===== config.mk =====
export PLATFORM = sky130hd
export DESIGN_NAME = memory_wait_stage
export DESIGN_NICKNAME = d
export VERILOG_FILES = /design/src/rtl/mw_pkg.sv /design/src/rtl/mw_wait_counter.sv /design/src/rtl/memory_wait_stage.sv
export SDC_FILE = /design/constraint.sdc
export NUM_CORES = 1
export LEC_CHECK = 0
export CAP_MARGIN = 20
export CORE_UTILIZATION = 40
export CTS_BUF_LIST = sky130_fd_sc_hd__clkbuf_8
export CTS_CLUSTER_SIZE = 8
export DETAILED_ROUTE_END_ITERATION = 12
export PLACE_DENSITY = 0.8
export SLEW_MARGIN = 20
export SYNTH_ARGS = -nofsm -noshare
export SYNTH_HDL_FRONTEND = slang
export SYNTH_HIERARCHICAL = 1
export SYNTH_SLANG_ARGS = --single-unit

===== constraint.sdc =====
create_clock -name clk -period 2.9 [get_ports clk]
set_input_delay 0.725 -clock clk [delete_from_list [all_inputs] [get_ports clk]]
set_output_delay 0.725 -clock clk [all_outputs]
set_load 0.1 [all_outputs]

===== src/rtl/mw_pkg.sv =====
// Shared types and ARM32 field positions for the memory-wait pipeline stage.
package mw_pkg;

    typedef enum logic [1:0] {MW_EMPTY, MW_WAIT, MW_FULL} mw_state_t;

    localparam int         RT_LSB     = 12;
    localparam int         OPC_LSB    = 21;
    localparam int         OPC_W      = 7;
    localparam int         MEMCLS_LSB = 26;
    localparam logic [1:0] MEMCLS_VAL = 2'b01;

    // Takes the two class bits [27:26]; 2'b01 marks single data transfers (LDR/STR).
    function automatic logic is_mem_instr(input logic [1:0] cls);
        return cls == MEMCLS_VAL;
    endfunction

endpackage


===== src/rtl/mw_wait_counter.sv =====
// Saturating wait counter; done flags the last permitted wait cycle of a memory op.
module mw_wait_counter #(
    parameter int WAIT_CYCLES = 2,
    parameter int CNT_W       = ($clog2(WAIT_CYCLES + 1) > 0) ? $clog2(WAIT_CYCLES + 1) : 1
) (
    input  logic clk,
    input  logic rst,
    input  logic clr_i,
    input  logic en_i,
    output logic done_o
);

    localparam int               MAX_INT = (WAIT_CYCLES > 0) ? WAIT_CYCLES - 1 : 0;
    localparam logic [CNT_W-1:0] MAX_CNT = CNT_W'(MAX_INT);

    logic [CNT_W-1:0] count_q, count_d;

    // Clear wins over enable; the count parks at MAX_CNT rather than wrapping.
    always_comb begin
        count_d = count_q;
        if (clr_i) begin
            count_d = '0;
        end else if (en_i && (count_q != MAX_CNT)) begin
            count_d = count_q + 1'b1;
        end
    end

    always_ff @(posedge clk or posedge rst) begin
        if (rst) begin
            count_q <= '0;
        end else begin
            count_q <= count_d;
        end
    end

    assign done_o = (count_q == MAX_CNT);

endmodule


===== src/rtl/memory_wait_stage.sv =====
// Execute-to-writeback holding stage: registers one instruction and PC, and stalls
// LDR/STR until memory acknowledges or the bounded wait runs out.
module memory_wait_stage
    import mw_pkg::*;
#(
    parameter int INSTR_W     = 32,
    parameter int PC_W        = 7,
    parameter int WAIT_CYCLES = 2
) (
    input  logic               clk,
    input  logic               rst,
    input  logic               in_valid,
    output logic               in_ready,
    input  logic [INSTR_W-1:0] instr_in,
    input  logic [PC_W-1:0]    pc_in,
    input  logic               mem_ack,
    input  logic               flush,
    output logic               out_valid,
    input  logic               out_ready,
    output logic [INSTR_W-1:0] instr_output,
    output logic [PC_W-1:0]    pc_out,
    output logic [3:0]         rt,
    output logic [OPC_W-1:0]   opcode,
    output logic               is_mem,
    output logic               busy
);

    localparam int CNT_W = ($clog2(WAIT_CYCLES + 1) > 0) ? $clog2(WAIT_CYCLES + 1) : 1;

    mw_state_t          state_q, state_d;
    logic [INSTR_W-1:0] instr_q, instr_d;
    logic [PC_W-1:0]    pc_q, pc_d;
    logic               accept;
    logic               cnt_done;

    // Flush and reset both block intake so nothing slips in during those cycles.
    assign in_ready = !rst && !flush &&
                      ((state_q == MW_EMPTY) || ((state_q == MW_FULL) && out_ready));
    assign accept   = in_valid && in_ready;

    mw_wait_counter #(
        .WAIT_CYCLES(WAIT_CYCLES),
        .CNT_W      (CNT_W)
    ) u_wait_counter (
        .clk   (clk),
        .rst   (rst),
        .clr_i (accept || flush),
        .en_i  (state_q == MW_WAIT),
        .done_o(cnt_done)
    );

    // An accept overrides the drain-to-EMPTY of a FULL hand-off, giving back-to-back flow.
    always_comb begin
        state_d = state_q;
        instr_d = instr_q;
        pc_d    = pc_q;
        if (flush) begin
            state_d = MW_EMPTY;
        end else begin
            case (state_q)
                MW_EMPTY: state_d = MW_EMPTY;
                MW_WAIT:  if (mem_ack || cnt_done) state_d = MW_FULL;
                MW_FULL:  if (out_ready) state_d = MW_EMPTY;
                default:  state_d = MW_EMPTY;
            endcase
            if (accept) begin
                instr_d = instr_in;
                pc_d    = pc_in;
                state_d = (is_mem_instr(instr_in[MEMCLS_LSB +: 2]) && (WAIT_CYCLES > 0))
                          ? MW_WAIT : MW_FULL;
            end
        end
    end

    always_ff @(posedge clk or posedge rst) begin
        if (rst) begin
            state_q <= MW_EMPTY;
            instr_q <= '0;
            pc_q    <= '0;
        end else begin
            state_q <= state_d;
            instr_q <= instr_d;
            pc_q    <= pc_d;
        end
    end

    assign out_valid    = (state_q == MW_FULL);
    assign busy         = (state_q == MW_WAIT);
    assign instr_output = instr_q;
    assign pc_out       = pc_q;
    assign rt           = instr_q[RT_LSB +: 4];
    assign opcode       = instr_q[OPC_LSB +: OPC_W];
    assign is_mem       = is_mem_instr(instr_q[MEMCLS_LSB +: 2]);

endmodule


==> summary.md <==
| Metric | Value |
|---|---|
| Area Growth Syn to Fin | 47.5% |
| CP peak stage delay | 470 ps |
| WP buf/inv | 2 |
| Worst min path class | reg2reg |
| Worst-path maximum fanout | 3 |
| Leak | 0.00147 uW |
| Grt ovf | 0 |
| Final nets | 265 |
| Initial core utilization | 0.418 |
| Via count | 1306 |
| Area leader, netlist | dfrtp_1 |
| Setup violators final | 0 |
| Yosys warning count | 6 |
| Final Hold Fails | 0 |
| WL final | 3970 um |
| Maximum clock frequency | 0.395 GHz |
| Antenna violations before repair | 0 |
| Skew-Pair Late Insertion Delay | 280 ps |
| Syn avg cell area | 15.8 sq um |
| # IOs | 99 |
| Main area contributors after synthesis | dfrtp_1 54%, mux2_4 29%, buf_4 4.2%, buf_6 2.3%, nor2b_1 1.6% |
| Post-route antenna net violation count | 0 |
| Max-slew violations | 0 |
| CTS Sinks | 43 |
| Final min period | 2530 ps |
| Crit share post-route | 0.873 |
| Reg2reg start | state_q[1]$_DFFE_PP0P_ |
| Max-cap viol count | 0 |
| Setup bufs post-CTS | 0 |
| Worst Path Arrival | 1810 ps |
| ANT cells | 0 |
| Worst-path clk slew | 80 ps |
| Synth top area share | 0.542 |
| CTS H-tree depth | 2 |
| Crit path max-delay cell type | clkdlybuf4s50_1 |
| DRT Pass-1 Iters | 4 |
| Worst path top cell family by delay | buffers and inverters |
| Largest net degree at the start of global routing | 42 |
| Synth Instances | 126 |
| Vias in the first global route | 1302 |
| GRT Util Overall | 0.152 |
| Worst setup path start | out_ready |
| Normalized max-slew margin | 0.663 |
| First-pass GRT wire length | 5960 um |
| Die H | 72.5 um |
| Worst Max-Slew Pin Slew | 506 ps |
| Worst Path Required | 2170 ps |
| Number of hold buffers added after CTS | 0 |
| Num CTS Buffers | 5 |
| Final TNS setup | 0 ps |
| RSZ-0062 raised after global routing | false |
| Cell variety after synth | 22 |
| Status | finished clean |
| Pwr per Cell Area | 989 nW/um^2 |
| CP endpoint kind | output pin |
| Row count | 25 |
| Hold_ws | 513 ps |
| Peak VDD IR | 0.000386 V |
| Worst clock skew | 1.99 ps |
| Layout cells sized above 1 | 0.498 |
| CTS tree | built |
| Core ar. | 4750 sq um |
| Cell Chain, Critical Path | clkdlybuf4s50_1, nand2b_1, and3_1, buf_12 |
| Die ar. | 5250 sq um |
| Syn Nets | 172 |
| DP HPWL | 2980 um |
| Routed wire per std cell | 13.9 um |
| Crit Path Category | in2out |
| Gpl congestion | 0.743 |
| Clk buf depth | 2 |
| DR DRC count | 0 |
| CTS root buffer | clkbuf_8 |
| CP Launch Type | primary input |
| Die Wd | 72.5 um |
| Netlist Area Pre-Place | 1990 sq um |
| DR iter-0 viols | 38 |
| Routed vias/inst | 4.57 |
| Hold Path Origin | pc_out[6]$_DFFE_PP0P_ |
| Resized cells post-CTS | 0 |
| Post-synthesis sequential area ratio | 0.542 |
| Yosys reg bits | 43 |
| PortBufs | 98 |
worst register-to-register path: cells and delay by family, from the launching register on:
| family | cells | cell delay [ps] |
|---|---|---|
| AOI/OAI and AO/OA | 1 | 80 |
| DFF | 1 | 390 |
| and+or+nand+nor | 4 | 910 |
where the power goes:
part           leakage, uW  switching [uW]  total, uW  internal, uW
sequential        0.000517            79.0        798           719
combinational     0.000902            1310       1730           417
clock            0.0000470             186        372           187
Yosys cell counts:
library cell / number
dfrtp_1: 43
nand2_1: 2
ha_1: 1
nand4_4: 1
mux2_4: 38
nor2_1: 2
nor2b_1: 5
buf_4: 11
and2b_2: 1
o21ai_0: 1
o22ai_1: 1
o41ai_1: 1
or4b_1: 1
o31ai_1: 1
inv_1: 4
a21oi_1: 1
buf_6: 4
nor2_4: 1
and3_1: 1
nand2b_1: 3
mux2_2: 2
a21o_1: 1
state kept, by name (all words and copies together) (netlist names):
| signal | flops |
|---|---|
| pc_out | 7 |
| u_wait_counter/count_q | 2 |
| state_q | 2 |
| instr_output | 32 |
area by class of cell:
class / count / area, sq um
Clock inverter: 1 / 5.00
Clock buffer: 6 / 82.6
Multi-Input combinational cell: 64 / 771
Timing Repair Buffer: 101 / 893
Sequential cell: 43 / 1080
Tap cell: 67 / 83.8
Inverter: 4 / 18.8
Fill cell: 404 / 1820
cell usage in the layout, fill, tap and decap left out, drive strengths merged:
cell type,instances
nor2,3
o41ai,1
and3,1
o22ai,1
o21ai,1
dfrtp,43
ha,1
or4b,1
and2b,1
buf,57
a21o,1
clkinvlp,1
a21oi,1
nand2b,3
nand4,1
clkinv,1
clkbuf,6
inv,3
clkdlybuf4s50,44
o31ai,1
nand2,2
mux2,40
nor2b,5
cells by family (layout without fill, tap and decap cells):
group | count (synthesis) | count (layout) | synth area share
flip-flops | 43 | 43 | 0.542
multiplexers | 40 | 40 | 0.298
buffers and inverters | 19 | 112 | 0.0718
AND/OR/NAND/NOR | 17 | 17 | 0.0617
AO/OA/AOI/OAI | 6 | 6 | 0.0202
adder cells (fa/ha/maj) | 1 | 1 | 0.00630
metrics by stage:
stage | util | power, uW | worst slack [ps] | instance area [sq um] | std cells
2_1_floorplan | - | 2220 | 77.2 | 1990 | 126
3_3_place_gp | 0.598 | 2530 | 387 | 2840 | 279
3_5_place_dp | 0.598 | 2540 | 372 | 2840 | 279
4_1_cts | 0.616 | 2920 | 361 | 2930 | 286
5_1_grt | 0.616 | 2990 | 330 | 2930 | 286
6_report | 0.616 | 2900 | 368 | 2930 | 286
worst paths after layout:
kind	cells past startpoint	end	slack (ps)
worst max register to register	5	u_wait_counter/count_q[1]$_DFFE_PP0P_	1420
worst min-delay path	1	pc_out[6]$_DFFE_PP0P_	510
worst min register to register	1	pc_out[6]$_DFFE_PP0P_	510
worst max-delay path	4	in_ready	370
min in group asynchronous	2	u_wait_counter/count_q[0]$_DFFE_PP0P_	710
max in group asynchronous	3	instr_output[28]$_DFFE_PP0P_	1510
layer usage:
layer	global-route usage	routed length (um)
met1	0.186	1650
met2	0.254	1940
met3	0.0486	328
met4	0.0523	52
met5	0	0
No activity file was read; power rests on OpenSTA's default activity.
